--- src/rtl/quadrature_pkg.sv ---
// quadrature_pkg: shared types and constants for the quadrature generator.
// Optional position tracking is enabled by QUADRATURE_GEN_POS_EN.
package quadrature_pkg;

  typedef enum logic [1:0] {
    IDLE  = 2'd0,
    HALF1 = 2'd1,
    HALF2 = 2'd2,
    DONE  = 2'd3
  } state_e;

  localparam logic DIR_UP   = 1'b1;
  localparam logic DIR_DOWN = 1'b0;

  localparam logic [1:0] PHASE_00 = 2'b00;
  localparam logic [1:0] PHASE_11 = 2'b11;

  // Timer width for a reload value of cycles-1, never below one bit.
  function automatic int timer_width(input int cycles);
    return (cycles > 1) ? $clog2(cycles) : 1;
  endfunction

endpackage

--- src/rtl/quadrature_gen_step_timer.sv ---
// step_timer: reloadable down-counter pacing the a/b transitions.
// Reload value is STEP_CYCLES-1; expired flags a count of zero.
module step_timer
  import quadrature_pkg::*;
#(
  parameter int STEP_CYCLES = 4
) (
  input  logic clk,
  input  logic reset,
  input  logic load,
  input  logic en,
  output logic expired
);

  localparam int TW = timer_width(STEP_CYCLES);
  localparam logic [TW-1:0] RELOAD = TW'(STEP_CYCLES - 1);

  logic [TW-1:0] cnt_q;
  logic [TW-1:0] cnt_d;

  // Reload takes priority; otherwise count down and hold at zero.
  always_comb begin
    cnt_d = cnt_q;
    if (load) begin
      cnt_d = RELOAD;
    end else if (en && (cnt_q != '0)) begin
      cnt_d = cnt_q - TW'(1);
    end
  end

  // Counter register.
  always_ff @(posedge clk or posedge reset) begin
    if (reset) begin
      cnt_q <= '0;
    end else begin
      cnt_q <= cnt_d;
    end
  end

  assign expired = (cnt_q == '0);

endmodule

--- src/rtl/quadrature_gen.sv ---
// quadrature_gen: emits the a/b Gray sequence for a signed step command.
// Define QUADRATURE_GEN_POS_EN to build the emulated decoder position.
module quadrature_gen
  import quadrature_pkg::*;
#(
  parameter int WIDTH       = 4,
  parameter int INCREMENT   = 1,
  parameter int STEP_CYCLES = 4
) (
  input  logic             clk,
  input  logic             reset,
  input  logic             cmd_valid,
  input  logic             cmd_dir,
  input  logic [WIDTH-1:0] cmd_count,
  output logic             cmd_ready,
  output logic             a,
  output logic             b,
  output logic             busy,
  output logic             done,
  output logic [WIDTH-1:0] position
);

  state_e state_q;
  state_e state_d;

  logic             dir_q;
  logic             dir_d;
  logic [WIDTH-1:0] rem_q;
  logic [WIDTH-1:0] rem_d;
  logic             a_q;
  logic             a_d;
  logic             b_q;
  logic             b_d;

  logic tmr_load;
  logic tmr_en;
  logic tmr_exp;
  logic count_edge;

  step_timer #(
    .STEP_CYCLES(STEP_CYCLES)
  ) u_timer (
    .clk    (clk),
    .reset  (reset),
    .load   (tmr_load),
    .en     (tmr_en),
    .expired(tmr_exp)
  );

  // Next state, channel toggles and timer control.
  always_comb begin
    state_d    = state_q;
    dir_d      = dir_q;
    rem_d      = rem_q;
    a_d        = a_q;
    b_d        = b_q;
    tmr_load   = 1'b0;
    tmr_en     = 1'b0;
    count_edge = 1'b0;
    unique case (state_q)
      IDLE: begin
        if (cmd_valid) begin
          dir_d    = cmd_dir;
          rem_d    = cmd_count;
          tmr_load = 1'b1;
          state_d  = (cmd_count != '0) ? HALF1 : DONE;
        end
      end
      HALF1: begin
        if (tmr_exp) begin
          if (dir_q == DIR_UP) begin
            a_d = ~a_q;
          end else begin
            b_d = ~b_q;
          end
          count_edge = 1'b1;
          tmr_load   = 1'b1;
          state_d    = HALF2;
        end else begin
          tmr_en = 1'b1;
        end
      end
      HALF2: begin
        if (tmr_exp) begin
          if (dir_q == DIR_UP) begin
            b_d = ~b_q;
          end else begin
            a_d = ~a_q;
          end
          rem_d    = rem_q - WIDTH'(1);
          tmr_load = 1'b1;
          state_d  = (rem_q == WIDTH'(1)) ? DONE : HALF1;
        end else begin
          tmr_en = 1'b1;
        end
      end
      DONE: begin
        state_d = IDLE;
      end
      default: begin
        state_d = IDLE;
      end
    endcase
  end

  // Control and channel registers; reset abandons any move at rest 00.
  always_ff @(posedge clk or posedge reset) begin
    if (reset) begin
      state_q    <= IDLE;
      dir_q      <= DIR_DOWN;
      rem_q      <= '0;
      {a_q, b_q} <= PHASE_00;
    end else begin
      state_q <= state_d;
      dir_q   <= dir_d;
      rem_q   <= rem_d;
      a_q     <= a_d;
      b_q     <= b_d;
    end
  end

`ifdef QUADRATURE_GEN_POS_EN
  localparam logic [WIDTH-1:0] INC = WIDTH'(INCREMENT);

  logic [WIDTH-1:0] pos_q;
  logic [WIDTH-1:0] pos_d;

  // Position follows the counting transition, wrapping mod 2^WIDTH.
  always_comb begin
    pos_d = pos_q;
    if (count_edge) begin
      pos_d = (dir_q == DIR_UP) ? pos_q + INC : pos_q - INC;
    end
  end

  // Position register.
  always_ff @(posedge clk or posedge reset) begin
    if (reset) begin
      pos_q <= '0;
    end else begin
      pos_q <= pos_d;
    end
  end

  assign position = pos_q;
`else
  logic unused_pos;
  assign unused_pos = ^{count_edge, INCREMENT};
  assign position   = '0;
`endif

  assign a         = a_q;
  assign b         = b_q;
  assign busy      = (state_q != IDLE);
  assign cmd_ready = (state_q == IDLE);
  assign done      = (state_q == DONE);

endmodule

--- config.mk ---
export PLATFORM = sky130hd
export DESIGN_NAME = quadrature_gen
export DESIGN_NICKNAME = d
export VERILOG_FILES = /design/src/rtl/quadrature_pkg.sv /design/src/rtl/quadrature_gen_step_timer.sv /design/src/rtl/quadrature_gen.sv
export SDC_FILE = /design/constraint.sdc
export NUM_CORES = 1
export LEC_CHECK = 0
export ABC_CLOCK_PERIOD_IN_PS = 2370
export CAP_MARGIN = 0
export CORE_UTILIZATION = 49
export DETAILED_ROUTE_END_ITERATION = 16
export GPL_TIMING_DRIVEN = 0
export PLACE_DENSITY = 0.77
export SYNTH_ARGS = -nofsm -noshare
export SYNTH_HDL_FRONTEND = slang
export SYNTH_HIERARCHICAL = 1
export SYNTH_SLANG_ARGS = --single-unit
--- constraint.sdc ---
create_clock -name clk -period 2.37 [get_ports clk]
set_input_delay 0.3555 -clock clk [delete_from_list [all_inputs] [get_ports clk]]
set_output_delay 0.3555 -clock clk [all_outputs]
set_load 0.05 [all_outputs]
==> impl_metrics.tcl <==
set metrics [dict create \
    avgRoutedWirePerCell_um 13.31 \
    synth_fa_ha_area_share_pct 14.99 \
    cts_buffers 3 \
    grt_overflow_total 0 \
    max_slew.worst_pin.slew_ns 0.5314 \
    first_pass_iters 4 \
    io_buffer_count 12 \
    core_area_um2 1541 \
    syn_area_um2 834.6 \
    worstPathArrival_ns 1.68 \
    clkSinkCount 11 \
    insertion_delay_ns 0.28 \
    r2r_slack_ns 0.39 \
    syn_area_per_cell_um2 9.484 \
    synth_edf_count 0 \
    syn_to_final_growth_pct 21.89 \
    final_cells 123 \
    power_density_nw_per_um2 1432 \
    root_buffer "clkbuf_4" \
    die_y_um 43.27 \
    r2r_start "state_q[0]" \
    fin_crit_sh_pct 85.90 \
    min_path_type "input pin to asynchronous set/reset pin" \
    synth_cell_types 30 \
    die_width_um 43.27 \
    finalPower_mw 1.457 \
    critPathLaunchType "register" \
    finalClockSkew_ns 0.01239 \
    cap_viol_max_count 0 \
    drt_iter0_markers 15 \
    yosysWarnings 6 \
    yosysSeqAreaShare_pct 32.98 \
    netlist_instances 88 \
    slowest_delay_ns 0.82 \
    place_congestion 0.8291 \
    reg2reg_depth 5 \
    path_max_fanout 4 \
    dpl.hpwl_um 1269 \
    clkSlewWorstSetupHoldPaths_ns 0.08 \
    synth_ff_type "dfrtp_1" \
    rows 14 \
    path_buf_inv 1 \
    layout-drive-gt1-share_pct 8.411 \
    num_vias 664 \
    outcome "completed" \
    synthSimpleGateAreaFrac_pct 17.99 \
    drc 0 \
    grt_pass1_wl_um 2877 \
    ys_async_sr_fraction_pct 100.0 \
    required_ns 2.01 \
    grt_max_degree 11 \
    synth_top_family_by_area "simple AND/OR/NAND/NOR gates" \
    crit_slowest_cell "clkdlybuf4s50_1" \
    placed_cells 119 \
    ir_drop_mv 0.8419 \
    antenna_found_initial 0 \
    synth.area.mux_share_pct 7.346 \
    htreeDepth 1 \
    final_area_um2 1017 \
    vias_per_cell 5.398 \
    grt_pass1_vias 687 \
    crit_chain "ha_1, clkdlybuf4s50_1" \
    ios 17 \
    crit_type "register to primary output" \
    critPathCaptureType "primary output" \
    synth-seq-cells 11 \
    placed_area_um2 985.9 \
    fin_crit_ns 2.036 \
    p_leak_nw 0.5083 \
    drtAntennaViolNets 0 \
    track_usage_pct 21.18 \
    fin_tns_setup_ns 0 \
    finalHoldViolCount 0 \
    setup_viol 0 \
    final_nets 126 \
    slew_violations 0 \
    cpLargestDelayFamily "buffers and inverters" \
    fmax_mhz 491.2 \
    grt_setup_unrepaired "no" \
    synth_xor_area_share_pct 2.099 \
    synth_compound_area_share_pct 14.69 \
    relSlewSlack_pct 63.56 \
    wirelength_um 1637 \
    diodes 0 \
    reg2reg_to "rem_q[3]" \
    initial_core_util_pct 54.14 \
    cts_tree "yes" \
    die_area_um2 1872 \
    clk_path_buf_depth 2 \
]
==> metrics by stage <==
stage               hold slack [ns]  setup WS [ns]  utilization [%]
floorplan                   0.09668         0.3118                -
global placement             0.4576         0.3900            63.96
detailed placement           0.4663         0.3564            63.96
CTS                          0.2480        0.05493            65.67
global route                 0.2686         0.2675            65.99
finish                       0.2471         0.3341            65.99
==> metal layers <==
layer / vias up / share of wire [%] / wire length [um] / track usage (%)
met5: - / 0 / 0 / 0
met2: 9 / 48 / 780 / 33.43
met4: 0 / 1.3 / 21 / 7.273
met3: 5 / 3.4 / 56 / 7.660
li1: 340 / - / - / -
met1: 310 / 48 / 778 / 26.54
==> flip-flops by register name (all words and copies together) (netlist names) <==
| register | flops |
|---|---|
| dir_q | 1 |
| u_timer/cnt_q | 2 |
| state_q | 2 |
| rem_q | 4 |
| a | 1 |
| b | 1 |
==> synthesized netlist by cell type, types with 2 or more instances <==
cell      count  area share [%]
dfrtp_1      11              33
nand2_1       4             1.8
o41ai_1       3             3.1
buf_4         4             3.6
nor2b_1       4             3.0
mux2i_1       5             6.0
inv_1        12             5.4
nor4_1        2             1.5
a21oi_1       3             1.8
nand2b_1      2             1.5
ha_1         10              15
o21ai_0       2             1.2
o31ai_1       3             2.7
nor2_1        5             2.2
and4bb_1      2             3.0
a211o_1       2             2.1
==> power breakdown <==
part | leakage [nW] | total, mW | switching (mW) | internal (mW)
logic | 0.364 | 0.944 | 0.549 | 0.395
clock network | 0.0150 | 0.130 | 0.0644 | 0.0652
registers | 0.129 | 0.383 | 0.0948 | 0.288
==> cells by family after synthesis <==
logic type,after synthesis
other,1
and+or+nand+nor,24
muxes,6
xor gates and xnor gates,2
AOI/OAI and AO/OA,17
buffers and inverters,17
DFF,11
adders and majority gates,10
==> cell usage in the layout (no fill, tap or decap), types with 2 or more instances in the layout <==
cell type,netlist,layout
o41ai_1,3,3
nand2_1,4,4
nor2_1,5,5
conb_1,1,4
nor4_1,2,2
o21ai_0,2,2
ha_1,10,10
inv_1,12,12
nand2b_1,2,2
mux2i_1,5,5
buf_4,4,4
and4bb_1,2,2
o31ai_1,3,3
clkbuf_1,1,2
nor2b_1,4,4
dlymetal6s2s_1,0,2
a21oi_1,3,3
a211o_1,2,2
dfrtp_1,11,11
clkbuf_4,0,3
clkdlybuf4s50_1,0,10
==> worst max path at each step <==
stage                    start    endpoint  slack [ns]  cells after the start
global route        state_q[1]        done        0.27                      2
CTS                 state_q[0]        busy        0.05                      4
floorplan           state_q[0]  state_q[0]        0.31                      5
detailed placement  state_q[0]        busy        0.36                      4
global placement    state_q[0]        busy        0.39                      4
finish              state_q[1]        done        0.33                      2
==> cell type report <==
class	instances	area [um^2]
clock buffers	4	26.28
multi-input cells	63	491.7
fillers	128	524.3
well taps	16	20.02
flip-flops and latches	11	275.3
repair buffers	12	125.1
inverters	12	45.04
plain buffers	5	33.78
==> what timing repair did <==
item,CTS,global route
resized for setup,0,2
hold buffers,0,0
setup endpoints to repair,0,2
hold endpoints to repair,0,0
setup buffers,0,0
No activity file was read; power rests on OpenSTA's default activity.
